<file path="config.mk">
export PLATFORM = sky130hd
export DESIGN_NAME = dcpu16_marb
export DESIGN_NICKNAME = d
export VERILOG_FILES = /design/src/rtl/dcpu16_marb.sv
export SDC_FILE = /design/constraint.sdc
export NUM_CORES = 1
export LEC_CHECK = 0
export ABC_CLOCK_PERIOD_IN_PS = 3870
export CORE_ASPECT_RATIO = 1.2
export CORE_UTILIZATION = 45
export CTS_BUF_LIST = sky130_fd_sc_hd__clkbuf_4 sky130_fd_sc_hd__clkbuf_8
export CTS_CLUSTER_SIZE = 10
export DETAILED_ROUTE_END_ITERATION = 6
export PLACE_DENSITY = 0.83
export SYNTH_ARGS = -nofsm -noshare
export SYNTH_HDL_FRONTEND = slang
export SYNTH_SLANG_ARGS = --single-unit
</file>
<file path="constraint.sdc">
create_clock -name clk -period 3.87 [get_ports clk]
set_clock_uncertainty 0.1 [all_clocks]
set_input_delay 0.9675 -clock clk [delete_from_list [all_inputs] [get_ports clk]]
set_output_delay 0.9675 -clock clk [all_outputs]
set_load 0.03 [all_outputs]
</file>
<file path="src/rtl/dcpu16_marb.sv">
// dcpu16_marb: serialises the F-BUS (fetch/write-back) and G-BUS (operand read)
// masters onto one single-port synchronous SRAM with a read latency of WAIT cycles.
module dcpu16_marb #(
  parameter int WAIT = 1
) (
  input  logic        clk,
  input  logic        rst,
  input  logic [15:0] f_adr,
  input  logic        f_stb,
  input  logic        f_wre,
  input  logic [15:0] f_dto,
  output logic [15:0] f_dti,
  output logic        f_ack,
  input  logic [15:0] g_adr,
  input  logic        g_stb,
  input  logic        g_wre,
  output logic [15:0] g_dti,
  output logic        g_ack,
  output logic [15:0] m_adr,
  output logic [15:0] m_dto,
  output logic        m_stb,
  output logic        m_wre,
  input  logic [15:0] m_dti
);

  localparam logic [3:0] WAIT_C = 4'(WAIT);

  typedef enum logic [1:0] {IDLE, FACC, GACC} state_t;

  state_t      state, state_nxt;
  logic [3:0]  cnt, cnt_nxt;
  logic        f_rd, f_rd_nxt;
  logic [15:0] m_adr_nxt, m_dto_nxt, f_dti_nxt, g_dti_nxt;
  logic        m_stb_nxt, m_wre_nxt, f_ack_nxt, g_ack_nxt;
  logic        fp, gp, rel, start_f, start_g;
  logic        unused_g_wre;

  // G-BUS is read-only; its write enable is deliberately ignored.
  assign unused_g_wre = g_wre;

  assign fp  = f_stb & ~f_ack;
  assign gp  = g_stb & ~g_ack;
  assign rel = (~f_stb | f_ack) & (~g_stb | g_ack);

  always_comb begin
    state_nxt = state;
    cnt_nxt   = cnt;
    f_rd_nxt  = f_rd;
    m_adr_nxt = m_adr;
    m_dto_nxt = m_dto;
    m_stb_nxt = m_stb;
    m_wre_nxt = m_wre;
    f_dti_nxt = f_dti;
    g_dti_nxt = g_dti;
    f_ack_nxt = f_ack;
    g_ack_nxt = g_ack;
    start_f   = 1'b0;
    start_g   = 1'b0;

    case (state)
      IDLE: begin
        if (rel & (f_ack | g_ack)) begin
          f_ack_nxt = 1'b0;
          g_ack_nxt = 1'b0;
        end else if (fp) begin
          start_f = 1'b1;
        end else if (gp) begin
          start_g = 1'b1;
        end
      end
      FACC, GACC: begin
        if (m_stb) begin
          m_stb_nxt = 1'b0;
          m_wre_nxt = 1'b0;
        end else begin
          cnt_nxt = cnt - 4'd1;
          if (cnt == 4'd1) begin
            // Completion: capture read data, ack, then chain to the other bus if it waits.
            if (state == FACC) begin
              if (f_rd) f_dti_nxt = m_dti;
              f_ack_nxt = 1'b1;
              if (gp) start_g = 1'b1;
              else    state_nxt = IDLE;
            end else begin
              g_dti_nxt = m_dti;
              g_ack_nxt = 1'b1;
              if (fp) start_f = 1'b1;
              else    state_nxt = IDLE;
            end
          end
        end
      end
      default: state_nxt = IDLE;
    endcase

    if (start_f) begin
      state_nxt = FACC;
      m_adr_nxt = f_adr;
      m_dto_nxt = f_dto;
      m_wre_nxt = f_wre;
      m_stb_nxt = 1'b1;
      cnt_nxt   = WAIT_C;
      f_rd_nxt  = ~f_wre;
    end
    if (start_g) begin
      state_nxt = GACC;
      m_adr_nxt = g_adr;
      m_wre_nxt = 1'b0;
      m_stb_nxt = 1'b1;
      cnt_nxt   = WAIT_C;
    end
  end

  always_ff @(posedge clk or posedge rst) begin
    if (rst) begin
      state <= IDLE;
      cnt   <= 4'd0;
      f_rd  <= 1'b0;
      m_adr <= 16'd0;
      m_dto <= 16'd0;
      m_stb <= 1'b0;
      m_wre <= 1'b0;
      f_dti <= 16'd0;
      g_dti <= 16'd0;
      f_ack <= 1'b0;
      g_ack <= 1'b0;
    end else begin
      state <= state_nxt;
      cnt   <= cnt_nxt;
      f_rd  <= f_rd_nxt;
      m_adr <= m_adr_nxt;
      m_dto <= m_dto_nxt;
      m_stb <= m_stb_nxt;
      m_wre <= m_wre_nxt;
      f_dti <= f_dti_nxt;
      g_dti <= g_dti_nxt;
      f_ack <= f_ack_nxt;
      g_ack <= g_ack_nxt;
    end
  end

endmodule
</file>
==> results.yml, run 1 <==
outcome:
  status: "complete, no violations"
detailed_routing:
  vias: 2737
  drcViolationCount: 0
  vias_per_cell: 5.50
  antenna_left: 0
  wirelength_um: 8250
  drt_iter0_markers: 118
  wire_per_inst_um: 16.6
  drt-pass1-iter-count: 5
synth:
  synth_adder_area_share: 0.0220
  yosysSeqAreaShare: 0.551
  ys_seq_elements: 75
  synth_top_family_by_area: "multiplexers"
  synth_area_leader_cell: "dfrtp_1"
  synth_area_um2: 3410
  synthCells: 269
  yosys_warnings: 0
  syn_nets: 345
  synth-simple-area-share: 0.0984
  synth_edf_count: 0
  synth-async-reset-ratio: 1.00
  ys_types: 50
  synth-main-ff-cell: "dfrtp_1"
  postSynthAreaPerCell_um2: 12.7
  synth_compound_area_frac: 0.109
  yosys-top-cells-area: "dfrtp_1 55%, mux2_2 13%, mux2_4 4.4%"
  muxShareOfSynthArea: 0.170
  synth-xor-area-share: 0.00771
  synth_top_area_share: 0.551
worst_setup_path:
  worstPathRequired_ns: 4.01
  cp-start-kind: "register"
  arrival_ns: 2.98
  crit_type: "reg2reg"
  cp_max_fo: 17
  cp-end-kind: "register"
  rrSetupSlack_ns: 1.02
timing:
  worstMarginPinSlew_ns: 1.04
  period_needed_ns: 2.85
  fmax_ghz: 0.351
  rsz0062_at_grt: "no"
  slew_viol_final: 0
  setup_tns_ns: 0
  finalHoldViolations: 0
  finalSetupViolCount: 0
  finalCritPeriodShare: 0.736
  relSlewSlack: 0.308
final_layout:
  drive_gt1_frac: 0.203
  syn_to_final_growth_pct: 47.3
  antennaDiodeCount: 0
  nets: 479
  layout.cells.non_filler: 498
clock_tree:
  root_buffer: "clkbuf_8"
  cts_buffers: 9
  ctsHoldBuffers: 0
  cts_tree: "yes"
  clkSinkCount: 75
  clock_latency_ns: 0.35
  path_clk_slew_ns: 0.08
  htreeDepth: 3
  post_cts_buffers: 0
  clock_path_buffers: 2
  postCtsResizedCells: 0
flow_run:
  cap_violations: 0
place:
  dpl.cell_count: 482
  gp_congestion: 0.840
  dp_hpwl_um: 5970
  io_buffers: 136
grt:
  antenna_found_initial: 0
  grt_pass1_vias: 2767
  grt_max_degree: 28
  track_usage: 0.222
  grt_pass1_wl_um: 13400
  gr-total-overflow: 0
die:
  initial_core_util: 0.469
  coreArea_um2: 7270
  fp.dieW_um: 81.4
  die_h_um: 97.3
  rows: 34
  io_pins: 138
  die_area_um2: 7930
pwr:
  ir_drop_v: 0.000542
  p_per_area_nw_per_um2: 968
  power_leakage_nw: 2.08
min_path:
  hp-class: "reg2reg"
-- sequential cells by signal (all words and copies together), names as in the netlist --
name,cells
cnt,4
f_ack,1
f_dti,16
f_rd,1
g_ack,1
g_dti,16
m_adr,16
m_dto,16
m_stb,1
m_wre,1
state,2
-- per-stage QoR --
| stage | area [µm²] | power, mW | worst slack [ns] | hold slack, ns | util |
|---|---|---|---|---|---|
| floorplan | 3410 | 3.25 | 0.893 | 0.365 | - |
| global placement | 4800 | 4.14 | 0.720 | 0.388 | 0.660 |
| detailed placement | 4800 | 4.21 | 0.693 | 0.395 | 0.660 |
| CTS | 5020 | 4.89 | 1.02 | 0.413 | 0.690 |
| global route | 5020 | 5.13 | 0.891 | 0.419 | 0.690 |
| finish | 5020 | 4.86 | 1.02 | 0.409 | 0.690 |
-- final timing paths --
check | endpoint | cells past startpoint | start
setup reg to reg | m_adr[2]$_DFFE_PP0P_ | 6 | state[0]$_DFFE_PP0P_
max in group asynchronous | f_dti[4]$_DFFE_PP0P_ | 3 | rst
min in group asynchronous | m_dto[14]$_DFFE_PP0P_ | 2 | rst
hold / removal | f_dti[8]$_DFFE_PP0P_ | 1 | f_dti[8]$_DFFE_PP0P_
hold reg to reg | f_dti[8]$_DFFE_PP0P_ | 1 | f_dti[8]$_DFFE_PP0P_
setup / recovery | m_adr[2]$_DFFE_PP0P_ | 6 | state[0]$_DFFE_PP0P_
-- power breakdown --
part           internal, mW  switching (mW)
clock                 0.371           0.289
sequential             1.18           0.229
combinational          1.27            1.52
total                  2.82            2.04
-- area by class of cell --
cell class | instances | area [µm²]
clock inverter | 6 | 88.8
fill | 533 | 2250
clock buffer | 10 | 131
timing repair buffer | 141 | 1400
multi-input combinational | 169 | 1390
inverter | 7 | 26.3
tap | 90 | 113
sequential | 75 | 1880
-- cell usage after synthesis, drive strengths merged, types with 2 or more instances --
cell type,instances
or3b,3
nor3,16
mux2,48
nand2,3
o21a,2
xnor2,2
dfrtp,75
nand2b,5
or2,5
o221a,3
inv,7
a31oi,13
a221o,4
ha,6
clkbuf,4
buf,14
nand3,15
nor2,5
o21ai,18
a21oi,3
-- worst max-delay path, stage by stage, from the launching register on --
cell	delay, ns
dfrtp_1	0.43
inv_1	0.07
ha_1	0.41
or3b_1	0.25
or2_1	0.80
a21oi_2	0.25
a221o_1	0.42
-- layout by cell type, fill, tap and decap left out, drive strengths merged, types with 6 or more instances in the layout --
cell type	instances
clkbuf	10
a31oi	13
inv	8
nand3	15
nor3	16
dfrtp	75
ha	6
o21ai	18
clkdlybuf4s50	136
mux2	48
-- cells by family (layout without fill, tap and decap cells) --
family,after synthesis,count (layout)
buffers and inverters,25,164
XOR/XNOR,3,3
multiplexers,48,48
AO/OA/AOI/OAI,52,52
adder cells (fa/ha/maj),6,6
AND/OR/NAND/NOR,60,60
flip-flops,75,75
-- layer usage --
metal  track usage  wire length (µm)
met1         0.272              3220
met2         0.358              4010
met3        0.0610               868
met4        0.0975               146
met5             0                 0
(Power assumes the default switching activity.)
==> run 2, diff against run 1 <==
==> config.mk (replaced) <==
export PLATFORM = sky130hd
export DESIGN_NAME = dcpu16_marb
export DESIGN_NICKNAME = d
export VERILOG_FILES = /design/src/rtl/dcpu16_marb.sv
export SDC_FILE = /design/constraint.sdc
export NUM_CORES = 1
export LEC_CHECK = 0
export ABC_CLOCK_PERIOD_IN_PS = 2300
export CORE_ASPECT_RATIO = 1.2
export CORE_UTILIZATION = 40
export CTS_BUF_LIST = sky130_fd_sc_hd__clkbuf_4 sky130_fd_sc_hd__clkbuf_8
export CTS_CLUSTER_SIZE = 10
export DETAILED_ROUTE_END_ITERATION = 6
export PLACE_DENSITY = 0.78
export SYNTH_ARGS = -nofsm -noshare
export SYNTH_HDL_FRONTEND = slang
export SYNTH_SLANG_ARGS = --single-unit
==> constraint.sdc (replaced) <==
create_clock -name clk -period 2.3 [get_ports clk]
set_clock_uncertainty 0.1 [all_clocks]
set_input_delay 0.575 -clock clk [delete_from_list [all_inputs] [get_ports clk]]
set_output_delay 0.575 -clock clk [all_outputs]
set_load 0.03 [all_outputs]
==> run 2 against run 1 <==
  * Hold slack worse by 0.0027 ns
  * Critical endpoint is now m_dto[7]$_DFFE_PP0P_
  * First-iteration DRC count down 24%
  * Die area up 12%
  * Clock power up 54%
  * Register-to-register slack worse by 0.96 ns
  * Largest cell class unchanged
  * Fmax up 27%
  * Sequential share of layout area down 2.6 points
  * Combinational power up 93%
  * Largest power group unchanged
  * Via count up 3.2%
  * Cell area up 7.5%
  * Sequential power up 68%
==> results.yml, run 2 (synthesis results as in run 1) <==
worst_setup_path:
  critPathTopFamily: "simple AND/OR/NAND/NOR gates"
  cp_cell_sequence: "inv_2 > ha_4 > or3b_4 > o21a_4 > nor2_4 > clkbuf_16 > mux2_2"
  crit_buf_inv: 2
  arrival_ns: 2.37
  cp-start-kind: "register"
  worstPathRequired_ns: 2.43
  cpMaxStageDelayCell: "dfrtp_1"
  critPathMaxStageDelay_ns: 0.39
  crit_type: "reg2reg"
  cp_max_fo: 8
  cp-end-kind: "register"
flow_run:
  cap_violations: 0
detailed_routing:
  drt_iter0_markers: 90
  wirelength_um: 8730
  drcViolationCount: 0
  antenna_left: 0
  vias: 2825
  drt-pass1-iter-count: 4
  wire_per_inst_um: 15.8
  vias_per_cell: 5.11
clock_tree:
  root_buffer: "clkbuf_8"
  cts_buffers: 9
  cts_tree: "yes"
  path_clk_slew_ns: 0.08
  htreeDepth: 3
  clkSinkCount: 75
  clock_latency_ns: 0.34
  clock_path_buffers: 2
final_layout:
  mostFrequentLayoutCell: "clkdlybuf4s50_1"
  syn_to_final_growth_pct: 58.4
  most-common-layout-cells: "135 x clkdlybuf4s50_1, 75 x dfrtp_1, 38 x mux2_2"
  antennaDiodeCount: 0
  drive_gt1_frac: 0.269
  utilization: 0.658
  nets: 511
min_path:
  hp-class: "reg2reg"
timing:
  setup_ws_ns: 0.0629
  period_needed_ns: 2.24
  finalHoldViolations: 0
  fmax_ghz: 0.447
  worstMarginPinSlew_ns: 0.492
  finalCritPeriodShare: 0.973
  holdWs_ns: 0.406
  finalSetupViolCount: 0
  relSlewSlack: 0.668
  slew_viol_final: 0
place:
  io_buffers: 136
  gp_congestion: 0.817
  dp_hpwl_um: 6350
  pre_cts_slack_ns: -0.129
pwr:
  p_int_mw: 5.20
  finalPower_mw: 8.78
  sw_frac_of_total: 0.408
  ir_drop_v: 0.000748
  sequentialPowerShare: 0.271
  p_sw_mw: 3.58
  comb_power_share: 0.613
  power_leakage_nw: 2.28
  p_per_area_nw_per_um2: 1630
  power.share.clock: 0.116
grt:
  grt_pass1_wl_um: 13600
  grt_max_degree: 76
  gr-total-overflow: 0
  track_usage: 0.197
  antenna_found_initial: 0
  grt_pass1_vias: 2904
outcome:
  status: "complete, no violations"
die:
  die_area_um2: 8900
  die_h_um: 103
  coreArea_um2: 8200
  fp.dieW_um: 86.3
  io_pins: 138
  rows: 36
  initial_core_util: 0.416
run 2: final timing paths:
check                                           from                   end  slack [ns]  cells after the start
worst max-delay path            state[1]$_DFFE_PP0P_  m_dto[7]$_DFFE_PP0P_        0.06                      7
worst min-delay path            g_dti[7]$_DFFE_PP0P_  g_dti[7]$_DFFE_PP0P_        0.41                      1
worst max register to register  state[1]$_DFFE_PP0P_  m_dto[7]$_DFFE_PP0P_        0.06                      7
worst min register to register  g_dti[7]$_DFFE_PP0P_  g_dti[7]$_DFFE_PP0P_        0.41                      1
max in group asynchronous                        rst  state[0]$_DFFE_PP0P_        1.20                      3
min in group asynchronous                        rst  g_dti[9]$_DFFE_PP0P_        0.59                      3
run 2: what timing repair did:
item,CTS,global route
buffers inserted,0,6
gates cloned,0,1
hold buffers,0,0
resized for setup,1,6
setup endpoints to repair,11,52
run 2: cell type report:
class | count | area (µm²)
clock buffers | 11 | 151
well taps | 114 | 143
fillers | 636 | 2800
clock inverters | 4 | 48.8
repair buffers | 173 | 1730
inverters | 7 | 30.0
flip-flops and latches | 75 | 1880
multi-input cells | 169 | 1410
run 2: layer usage:
layer	vias to the layer above	part of all wire	GRT usage
li1	1313	-	-
met1	1371	0.41	0.227
met2	131	0.50	0.352
met3	10	0.079	0.0600
met4	0	0.011	0.0577
met5	-	0	0
run 2: metrics by stage:
step	cell area (µm²)	TNS (ns)	instances
CTS	5300	0	546
finish	5400	0	553
global placement	5100	-2.68	531
detailed placement	5100	-2.91	531
floorplan	3410	0	269
global route	5400	-0.0174	553
run 2: power groups by stage:
| stage | logic (mW) | registers, mW | clock network, mW |
|---|---|---|---|
| final | 5.39 | 2.37 | 1.02 |
| after global routing | 5.72 | 2.45 | 1.10 |
| after CTS | 5.19 | 2.38 | 1.05 |
| after detailed placement | 5.15 | 2.39 | 0 |
| after global placement | 5.04 | 2.36 | 0 |
| after floorplan | 1.92 | 3.55 | 0 |
